File: config.mk
export PLATFORM = sky130hd
export DESIGN_NAME = display_ctrl_flat
export DESIGN_NICKNAME = d
export VERILOG_FILES = /design/src/rtl/display_pkg.sv /design/src/rtl/display_ctrl_if.sv /design/src/rtl/display_ctrl_hold_timer.sv /design/src/rtl/display_ctrl.sv /design/src/flat_wrapper.sv
export SDC_FILE = /design/constraint.sdc
export NUM_CORES = 1
export LEC_CHECK = 0
export BUFFER_PORTS_ARGS = -buffer_cell sky130_fd_sc_hd__buf_2
export CAP_MARGIN = 10
export CORE_UTILIZATION = 45
export DETAILED_ROUTE_END_ITERATION = 7
export GPL_ROUTABILITY_DRIVEN = 0
export MAX_ROUTING_LAYER = met4
export PLACE_DENSITY = 0.79
export SETUP_SLACK_MARGIN = 0.3
export SLEW_MARGIN = 20
export SYNTH_ARGS = -nofsm -noshare
export SYNTH_HDL_FRONTEND = slang
export SYNTH_HIERARCHICAL = 1
export SYNTH_SLANG_ARGS = --single-unit
File: constraint.sdc
create_clock -name clk -period 3.8 [get_ports clk]
set_input_delay 0.57 -clock clk [delete_from_list [all_inputs] [get_ports clk]]
set_output_delay 0.57 -clock clk [all_outputs]
set_load 0.03 [all_outputs]
File: src/rtl/display_pkg.sv
// ============================================================================
// Module   : display_pkg
// Purpose  : Shared widths, display mode encodings and controller state type.
// Revision : 1.0
// ============================================================================
`default_nettype none

package display_pkg;

    localparam int CODE_W  = 5;
    localparam int DATA_W  = 11;
    localparam int TIMER_W = 8;

    localparam logic [1:0] MODE_MSG      = 2'b00;
    localparam logic [1:0] MODE_DATA     = 2'b01;
    localparam logic [1:0] MODE_MSG_DATA = 2'b10;
    localparam logic [1:0] MODE_TIME     = 2'b11;

    typedef enum logic [1:0] {
        S_TIME = 2'd0,
        S_DATA = 2'd1,
        S_MSG  = 2'd2
    } state_t;

    function automatic logic [1:0] msg_mode(input logic with_data);
        return with_data ? MODE_MSG_DATA : MODE_MSG;
    endfunction

endpackage

`default_nettype wire

File: src/rtl/display_ctrl_if.sv
// ============================================================================
// Module   : display_ctrl_if
// Purpose  : Request/status bundle between a display client and display_ctrl.
// Revision : 1.0
// ============================================================================
`default_nettype none

interface display_ctrl_if;
    import display_pkg::*;

    logic                tick;
    logic                msg_req;
    logic [CODE_W-1:0]   msg_code;
    logic                msg_with_data;
    logic [DATA_W-1:0]   msg_data;
    logic                msg_clr;
    logic                data_en;
    logic [DATA_W-1:0]   data_in;
    logic [1:0]          mode;
    logic [CODE_W-1:0]   message_code;
    logic [DATA_W-1:0]   data;
    logic                msg_ack;
    logic                busy;

    modport master (
        output tick, msg_req, msg_code, msg_with_data, msg_data, msg_clr, data_en, data_in,
        input  mode, message_code, data, msg_ack, busy
    );

    modport slave (
        input  tick, msg_req, msg_code, msg_with_data, msg_data, msg_clr, data_en, data_in,
        output mode, message_code, data, msg_ack, busy
    );

endinterface

`default_nettype wire

File: src/rtl/display_ctrl_hold_timer.sv
// ============================================================================
// Module   : hold_timer
// Purpose  : Loadable down-counter that flags expiry on a tick seen at count 1.
// Revision : 1.0
// ============================================================================
`default_nettype none

module hold_timer
    import display_pkg::*;
#(
    parameter logic [TIMER_W-1:0] LOAD_VAL = 8'd3
) (
    input  wire logic clk,
    input  wire logic rst,
    input  wire logic load_i,
    input  wire logic clear_i,
    input  wire logic tick_i,
    output logic      expire_o
);

    logic [TIMER_W-1:0] count_q;

    assign expire_o = tick_i && (count_q == TIMER_W'(1));

    always_ff @(posedge clk) begin
        if (rst) begin
            count_q <= '0;
        end else if (load_i) begin
            count_q <= LOAD_VAL;
        end else if (clear_i) begin
            count_q <= '0;
        end else if (tick_i && (count_q != '0)) begin
            count_q <= count_q - TIMER_W'(1);
        end
    end

endmodule

`default_nettype wire

File: src/rtl/display_ctrl.sv
// ============================================================================
// Module   : display_ctrl
// Purpose  : Chooses between clock view, data view and timed transient messages.
// Revision : 1.0
// ============================================================================
`default_nettype none

module display_ctrl
    import display_pkg::*;
#(
    parameter int                HOLD_TICKS    = 3,
    parameter logic [CODE_W-1:0] TIME_MSG_CODE = 5'd0,
    parameter logic [CODE_W-1:0] DATA_MSG_CODE = 5'd1
) (
    input  wire logic     clk,
    input  wire logic     rst,
    display_ctrl_if.slave bus
);

    localparam logic [TIMER_W-1:0] c_hold_load = TIMER_W'(HOLD_TICKS);

    state_t              state_q, state_d;
    logic [CODE_W-1:0]   lat_code_q, lat_code_d;
    logic                lat_wd_q, lat_wd_d;
    logic [DATA_W-1:0]   lat_data_q, lat_data_d;
    logic [1:0]          mode_q, mode_d;
    logic [CODE_W-1:0]   code_q, code_d;
    logic [DATA_W-1:0]   data_q, data_d;
    logic                ack_q, ack_d;
    logic                busy_q, busy_d;

    logic w_load, w_leave, w_tick_msg, w_expire;

    assign w_tick_msg = bus.tick && (state_q == S_MSG);

    hold_timer #(
        .LOAD_VAL (c_hold_load)
    ) u_hold_timer (
        .clk      (clk),
        .rst      (rst),
        .load_i   (w_load),
        .clear_i  (w_leave),
        .tick_i   (w_tick_msg),
        .expire_o (w_expire)
    );

    always_comb begin
        state_d    = state_q;
        lat_code_d = lat_code_q;
        lat_wd_d   = lat_wd_q;
        lat_data_d = lat_data_q;
        w_load     = 1'b0;
        w_leave    = 1'b0;

        // A new request overrides clear, expiry and data_en in every state.
        if (bus.msg_req) begin
            state_d    = S_MSG;
            w_load     = 1'b1;
            lat_code_d = bus.msg_code;
            lat_wd_d   = bus.msg_with_data;
            lat_data_d = bus.msg_data;
        end else begin
            case (state_q)
                S_MSG: begin
                    if (bus.msg_clr || w_expire) begin
                        w_leave = 1'b1;
                        state_d = bus.data_en ? S_DATA : S_TIME;
                    end
                end
                S_TIME:  if (bus.data_en)  state_d = S_DATA;
                S_DATA:  if (!bus.data_en) state_d = S_TIME;
                default: state_d = S_TIME;
            endcase
        end

        // Outputs are decoded from the next state so they register with it.
        case (state_d)
            S_MSG: begin
                mode_d = msg_mode(lat_wd_d);
                code_d = lat_code_d;
                data_d = lat_data_d;
                busy_d = 1'b1;
            end
            S_DATA: begin
                mode_d = MODE_DATA;
                code_d = DATA_MSG_CODE;
                data_d = bus.data_in;
                busy_d = 1'b0;
            end
            default: begin
                mode_d = MODE_TIME;
                code_d = TIME_MSG_CODE;
                data_d = '0;
                busy_d = 1'b0;
            end
        endcase
        ack_d = bus.msg_req;
    end

    always_ff @(posedge clk) begin
        if (rst) begin
            state_q    <= S_TIME;
            lat_code_q <= '0;
            lat_wd_q   <= 1'b0;
            lat_data_q <= '0;
            mode_q     <= MODE_TIME;
            code_q     <= TIME_MSG_CODE;
            data_q     <= '0;
            ack_q      <= 1'b0;
            busy_q     <= 1'b0;
        end else begin
            state_q    <= state_d;
            lat_code_q <= lat_code_d;
            lat_wd_q   <= lat_wd_d;
            lat_data_q <= lat_data_d;
            mode_q     <= mode_d;
            code_q     <= code_d;
            data_q     <= data_d;
            ack_q      <= ack_d;
            busy_q     <= busy_d;
        end
    end

    assign bus.mode         = mode_q;
    assign bus.message_code = code_q;
    assign bus.data         = data_q;
    assign bus.msg_ack      = ack_q;
    assign bus.busy         = busy_q;

endmodule

`default_nettype wire

File: src/flat_wrapper.sv
// flat-port wrapper written by rule: the top's interface ports become plain ports
module display_ctrl_flat import display_pkg::*;
#(
    parameter int                HOLD_TICKS    = 3,
    parameter logic [CODE_W-1:0] TIME_MSG_CODE = 5'd0,
    parameter logic [CODE_W-1:0] DATA_MSG_CODE = 5'd1
)
  (clk, rst, bus_tick, bus_msg_req, bus_msg_code, bus_msg_with_data, bus_msg_data, bus_msg_clr, bus_data_en, bus_data_in, bus_mode, bus_message_code, bus_data, bus_msg_ack, bus_busy);
  display_ctrl_if bus_i ();
  input  wire logic clk;
  input  wire logic rst;
  input wire logic [$bits(bus_i.tick)-1:0] bus_tick;
  input wire logic [$bits(bus_i.msg_req)-1:0] bus_msg_req;
  input wire logic [$bits(bus_i.msg_code)-1:0] bus_msg_code;
  input wire logic [$bits(bus_i.msg_with_data)-1:0] bus_msg_with_data;
  input wire logic [$bits(bus_i.msg_data)-1:0] bus_msg_data;
  input wire logic [$bits(bus_i.msg_clr)-1:0] bus_msg_clr;
  input wire logic [$bits(bus_i.data_en)-1:0] bus_data_en;
  input wire logic [$bits(bus_i.data_in)-1:0] bus_data_in;
  output wire logic [$bits(bus_i.mode)-1:0] bus_mode;
  output wire logic [$bits(bus_i.message_code)-1:0] bus_message_code;
  output wire logic [$bits(bus_i.data)-1:0] bus_data;
  output wire logic [$bits(bus_i.msg_ack)-1:0] bus_msg_ack;
  output wire logic [$bits(bus_i.busy)-1:0] bus_busy;
  assign bus_i.tick = bus_tick;
  assign bus_i.msg_req = bus_msg_req;
  assign bus_i.msg_code = bus_msg_code;
  assign bus_i.msg_with_data = bus_msg_with_data;
  assign bus_i.msg_data = bus_msg_data;
  assign bus_i.msg_clr = bus_msg_clr;
  assign bus_i.data_en = bus_data_en;
  assign bus_i.data_in = bus_data_in;
  assign bus_mode = bus_i.mode;
  assign bus_message_code = bus_i.message_code;
  assign bus_data = bus_i.data;
  assign bus_msg_ack = bus_i.msg_ack;
  assign bus_busy = bus_i.busy;
  display_ctrl #(.HOLD_TICKS(HOLD_TICKS), .TIME_MSG_CODE(TIME_MSG_CODE), .DATA_MSG_CODE(DATA_MSG_CODE)) u_core (.clk(clk), .rst(rst), .bus(bus_i));
endmodule
==> Word-level counts from Yosys, hierarchy flattened <==
Index checks and enable logic that the tools add are counted.
{ "totals": {"output_inout_bits": 20, "word_cells": 46, "input_bits": 34, "regBits": 47} }
{ "op_classes": {"n_addsub": 1, "n_reduce_logical": 8, "muxes": 21, "n_eq_ne": 5} }
{ "op_table": {"columns": ["op", "n"], "rows": [
  ["case mux 11 bit (2 select lines)", 1],
  ["2-to-1 mux 2 bit", 8],
  ["2-to-1 mux 11 bit", 1],
  ["case mux 5 bit (2 select lines)", 1],
  ["equality test 8 x 1 -> 1 bit, second input constant", 1],
  ["nonzero test 8 bit", 1],
  ["subtractor 8 x 1 -> 8 bit, second input constant", 1],
  ["2-to-1 mux 1 bit", 7],
  ["case mux 2 bit (3 select lines)", 1],
  ["2-to-1 mux 5 bit", 1],
  ["equality test 2 x 1 -> 1 bit, second input constant", 2],
  ["equality test 2 bit, second input constant", 2],
  ["case mux 2 bit (2 select lines)", 1],
  ["logical AND 1 bit", 3],
  ["nonzero test 3 bit", 1],
  ["OR reduction 3 bit", 1],
  ["zero test 2 bit", 1],
  ["logical OR 1 bit", 1]
]} }

==> Logic depth before layout (Yosys ltp) <==
{ "depth": {"ltp_word": 9, "ltp_mapped": 12, "mapped_depth_nobuf": 9} }

==> Cells and area by module <==
The synthesis kept the hierarchy.
{ "by_module_without_submodules": {"columns": ["mod", "n_inst", "cells_each", "area_per_inst_um2", "seq_area_each_um2"], "rows": [
  ["display_ctrl", 1, 121, 1416.4, 780.7],
  ["hold_timer", 1, 58, 500.5, 160.2]
]} }

==> Least setup slack after synthesis <==
Ideal clock, no wire load.
{ "synth_path": {"path_kind": "register -> register", "from": "register u_core.u_hold_timer.count_q[3]", "to": "register u_core.data_q[3] (netlist: u_core/bus.data[3])", "stages_incl_launch_ff": 11, "path_buffers": 3, "synth_period_minus_slack_ps": 2775, "arrival_ps": 2708, "slack_ps": 1025, "t_required_ps": 3732, "setup_time_ps": 68, "path_cell_list": "dfxtp_1 > or4_4 > buf_6 > nor4_1 > o21bai_1 > a21o_1 > ha_1 > or3b_1 > buf_6 > buf_8 > o2bb2ai_2"} }
{ "synth_between": {"elab_chain_len": 8, "elab_cells_between_ends": 9, "classes_between": "eq/ne (3); mux (4); reduce/logical (2)"} }
{ "synth_rtl": {"columns": ["item", "line", "text"], "rows": [
  ["start: declaration", "display_ctrl_hold_timer.sv:21", "logic [TIMER_W-1:0] count_q;"],
  ["start signal: assignment", "display_ctrl_hold_timer.sv:33", "count_q <= count_q - TIMER_W'(1);"],
  ["equality test 8 x 1 -> 1 bit *", "display_ctrl_hold_timer.sv:23", "assign expire_o = tick_i && (count_q == TIMER_W'(1));"],
  ["logical AND 1 bit *", "display_ctrl_hold_timer.sv:23", null],
  ["via u_core.w_expire", "display_ctrl.sv:32", "logic w_load, w_leave, w_tick_msg, w_expire;"],
  ["logical OR 1 bit *", "display_ctrl.sv:65", "if (bus.msg_clr || w_expire) begin"],
  ["2-to-1 mux 2 bit *", "display_ctrl.sv:65", null],
  ["case mux 2 bit (3 select lines) *", "display_ctrl.sv:63", "case (state_q)"],
  ["2-to-1 mux 2 bit *", "display_ctrl.sv:56", "if (bus.msg_req) begin"],
  ["equality test 2 x 1 -> 1 bit / equality test 2 bit (equally long branches)", "display_ctrl.sv:77", "case (state_d)"],
  ["case mux 11 bit (2 select lines) *", "display_ctrl.sv:77", null],
  ["end signal: assignment", "display_ctrl.sv:118", "data_q <= data_d;"],
  ["end: declaration", "display_ctrl.sv:28", "logic [DATA_W-1:0] data_q, data_d;"]
]} }
Mark *: on every way through the listed nets, which the timed path passes. The rest lies on a longest branch.
A chain may end at the register's enable or synchronous reset.

==> Worst setup path after layout <==
{ "layout_path": {"from": "register u_core.u_hold_timer.count_q[3]", "to": "register u_core.data_q[0] (netlist: u_core/bus.data[0])"} }
Same word-level chain as after synthesis.

==> impl_metrics.yaml <==
floorplanning:
  start_util_pct: 47.24
  die_h_um: 67.27
  die_w_um: 67.27
  boundaryPins: 54
  rows: 23
  core-area_sq_um: 4058
  die-area_sq_um: 4525
worst_setup_path:
  r2r_start: "u_core/u_hold_timer/count_q[3]"
  path_delay_family: "simple AND/OR/NAND/NOR gates"
  max_stage_delay_ns: 0.69
  crit_type: "register to register"
  crit_fanout: 15
  r2r_end: "u_core/bus.data[0]"
  cp-end-kind: "register"
  path_cells: "or4_4 -> nor4_1 -> o21bai_1 -> a21o_1 -> ha_1 -> or3b_1 -> o2bb2ai_1"
  cp_num_buf_inv: 0
  reg2reg_depth: 7
  slowest_stage: "or3b_1"
  required_ns: 4.02
  setup.reg_to_reg.worst_slack_ns: 0.70
  cp.arrival_ns: 3.32
  start_kind: "register"
route:
  vias: 1421
  routed_wl_um: 3585
  routed_via_density: 5.093
  ant_nets: 0
  first_pass_iters: 4
  drc_errors: 0
  route.detailed.wl_per_inst_um: 12.85
  first_iter_violations: 91
finish:
  utilization_pct: 55.84
  fin_nets: 268
  area_growth_syn_to_layout_pct: 18.21
  design_area_sq_um: 2266
  antenna_cells: 0
  drive_gt1_share_pct: 35.37
  instances_no_fill: 279
  fillCellCount: 374
sta:
  worstMarginPinSlew_ns: 0.7091
  hold_viol: 0
  rsz0062_at_grt: "false"
  max_slew_margin_pct: 52.73
  fin_worst_skew_ns: 0.009628
  final.setup.worst_slack_ns: 0.7007
  tns_ns: 0
  finalMaxSlewViolations: 0
  setup_viol: 0
  fin_crit_sh_pct: 81.56
  fmax_mhz: 322.7
  period_needed_ns: 3.099
placed_design:
  portBuffers: 53
  place.detailed.instances: 271
  dpl_cell_area_sq_um: 2175
  dp_hpwl_um: 2467
  preCtsSetupSlack_ns: 0.6679
pwr:
  power.density_nw_per_um2: 426.0
  leakagePower_uw: 0.001021
  vdd_drop_max_uv: 316.9
global_routing:
  grt.overflow.total: 0
  track_usage_pct: 17.52
  grt_pass1_vias: 1299
  antenna_found_initial: 0
  grt_max_degree: 32
  grt_pass1_wl_um: 5727
clock_network:
  numCtsBuffers: 5
  clk_pin_slew_worst_paths_ns: 0.10
  cts-root-buf: "clkbuf_8"
  clockBufferDepth: 2
  htreeDepth: 2
  cts.sinks: 47
  post_cts_buffers: 0
  post_cts_resized: 0
  clock_latency_ns: 0.30
  cts_hold_buffers: 0
  cts_tree: "built"
synth:
  synthArstFlopShare_pct: 0
  syn_area_per_cell_sq_um: 10.71
  ys_seq_area_share_pct: 49.09
  ys_seq_elements: 47
  synth.distinct_cells: 41
  yosys_warnings: 6
  synth_area_sq_um: 1917
  synth-edff-count: 0
  synthesis.nets: 219
  netlist_instances: 179
  synth-main-ff-cell: "dfxtp_1"
min_path:
  hold_path_end: "u_core/bus.data[2]"
  worstHoldStart: "bus_data_in[2]"
  min_path_cells: 2
  min_path_type: "input pin to register"
run:
  maxCapViolations: 0
run_status:
  status: "finished clean"
cells in the mapped netlist (3+ instances only):
cell type | n | area share [%]
xor2_1 | 3 | 1.4
o2bb2ai_2 | 7 | 5.5
buf_6 | 3 | 1.8
nor2_2 | 3 | 0.98
o2bb2ai_1 | 4 | 1.8
nand2_1 | 4 | 0.78
a21oi_1 | 6 | 1.6
mux2i_1 | 17 | 8.9
ha_1 | 6 | 3.9
nor3b_1 | 5 | 2.0
inv_1 | 6 | 1.2
nor2_1 | 26 | 5.1
buf_2 | 3 | 0.78
clkbuf_1 | 5 | 0.98
dfxtp_1 | 47 | 49
stage by stage:
| stage | total power, uW | hold WS (ns) |
|---|---|---|
| 2_1_floorplan | 633.7 | 0.4464 |
| 3_3_place_gp | 668.0 | 0.4654 |
| 3_5_place_dp | 671.0 | 0.4816 |
| 4_1_cts | 974.6 | 0.4564 |
| 5_1_grt | 1013 | 0.4490 |
| 6_report | 965.2 | 0.4633 |
layout make-up:
type | count | area (sq um) | area share [%]
sequential | 47 | 940.9 | 41.52
multi-input combinational | 114 | 875.8 | 38.65
timing repair buffer | 54 | 272.8 | 12.04
clock buffer | 5 | 68.82 | 3.037
tap | 50 | 62.56 | 2.761
clock inverter | 3 | 22.52 | 0.9939
inverter | 6 | 22.52 | 0.9939
cells by family (layout without fill, tap and decap cells):
family	Yosys count	count (layout)	share of synthesized area, %
AOI/OAI and AO/OA	31	31	14.56
xor gates and xnor gates	4	4	1.828
adders and majority gates	6	6	3.916
buffers and inverters	18	68	5.482
DFF	47	47	49.09
muxes	17	17	8.877
and+or+nand+nor	56	56	16.25
flip-flops by register name, summed over array words and instances, names as in the netlist:
| name | flops |
|---|---|
| u_core/bus.message_code | 5 |
| u_core/lat_wd_q | 1 |
| u_core/state_q | 2 |
| u_core/lat_data_q | 11 |
| u_core/bus.data | 11 |
| u_core/bus.busy | 1 |
| u_core/bus.msg_ack | 1 |
| u_core/bus.mode | 2 |
| u_core/u_hold_timer/count_q | 8 |
| u_core/lat_code_q | 5 |
worst max path at each step:
| stage | startpoint | endpoint | slack (ns) | cells after the start |
|---|---|---|---|---|
| 2_1_floorplan | u_core/u_hold_timer/count_q[3] | u_core/bus.data[3] | 1.02 | 10 |
| 3_3_place_gp | bus_tick | u_core/bus.data[0] | 0.77 | 9 |
| 3_5_place_dp | bus_tick | u_core/bus.data[0] | 0.67 | 9 |
| 4_1_cts | u_core/u_hold_timer/count_q[3] | u_core/bus.data[0] | 0.68 | 7 |
| 5_1_grt | u_core/state_q[1] | u_core/bus.data[1] | 0.40 | 9 |
| 6_report | u_core/u_hold_timer/count_q[3] | u_core/bus.data[0] | 0.70 | 7 |
where the power goes:
group,switching [uW],leakage (uW),total (uW),internal [uW]
logic,79.7,0.000588,133,53.1
registers,11.2,0.000385,528,516
clock network,173,0.0000485,305,132
total,264,0.00102,965,701
layer usage:
layer	wire (um)	part of all wire (%)	global-route usage [%]
met1	1651	46	21.33
met2	1736	48	28.13
met3	171	4.8	4.054
met4	25	0.70	6.383
met5	0	0	-
placed cells by master, fill, tap and decap left out, types with 3 or more instances in the layout:
master and count:
nor2_2 3, buf_2 53, mux2i_1 17, nor2_1 26, nor3b_1 4, o2bb2ai_1 4, inv_1 6, clkbuf_8 5
dfxtp_1 47, ha_1 6, xor2_1 3, a21oi_1 6, o2bb2ai_2 7, nand2_1 4
worst reg2reg max path: cells and delay by family (launching register included):
family          cells  cell delay, ns
flops               1            0.34
compound gates      3            0.65
simple gates        3            1.72
fa+ha+maj           1            0.32
Note: power is estimated with default switching activity, not from simulation.
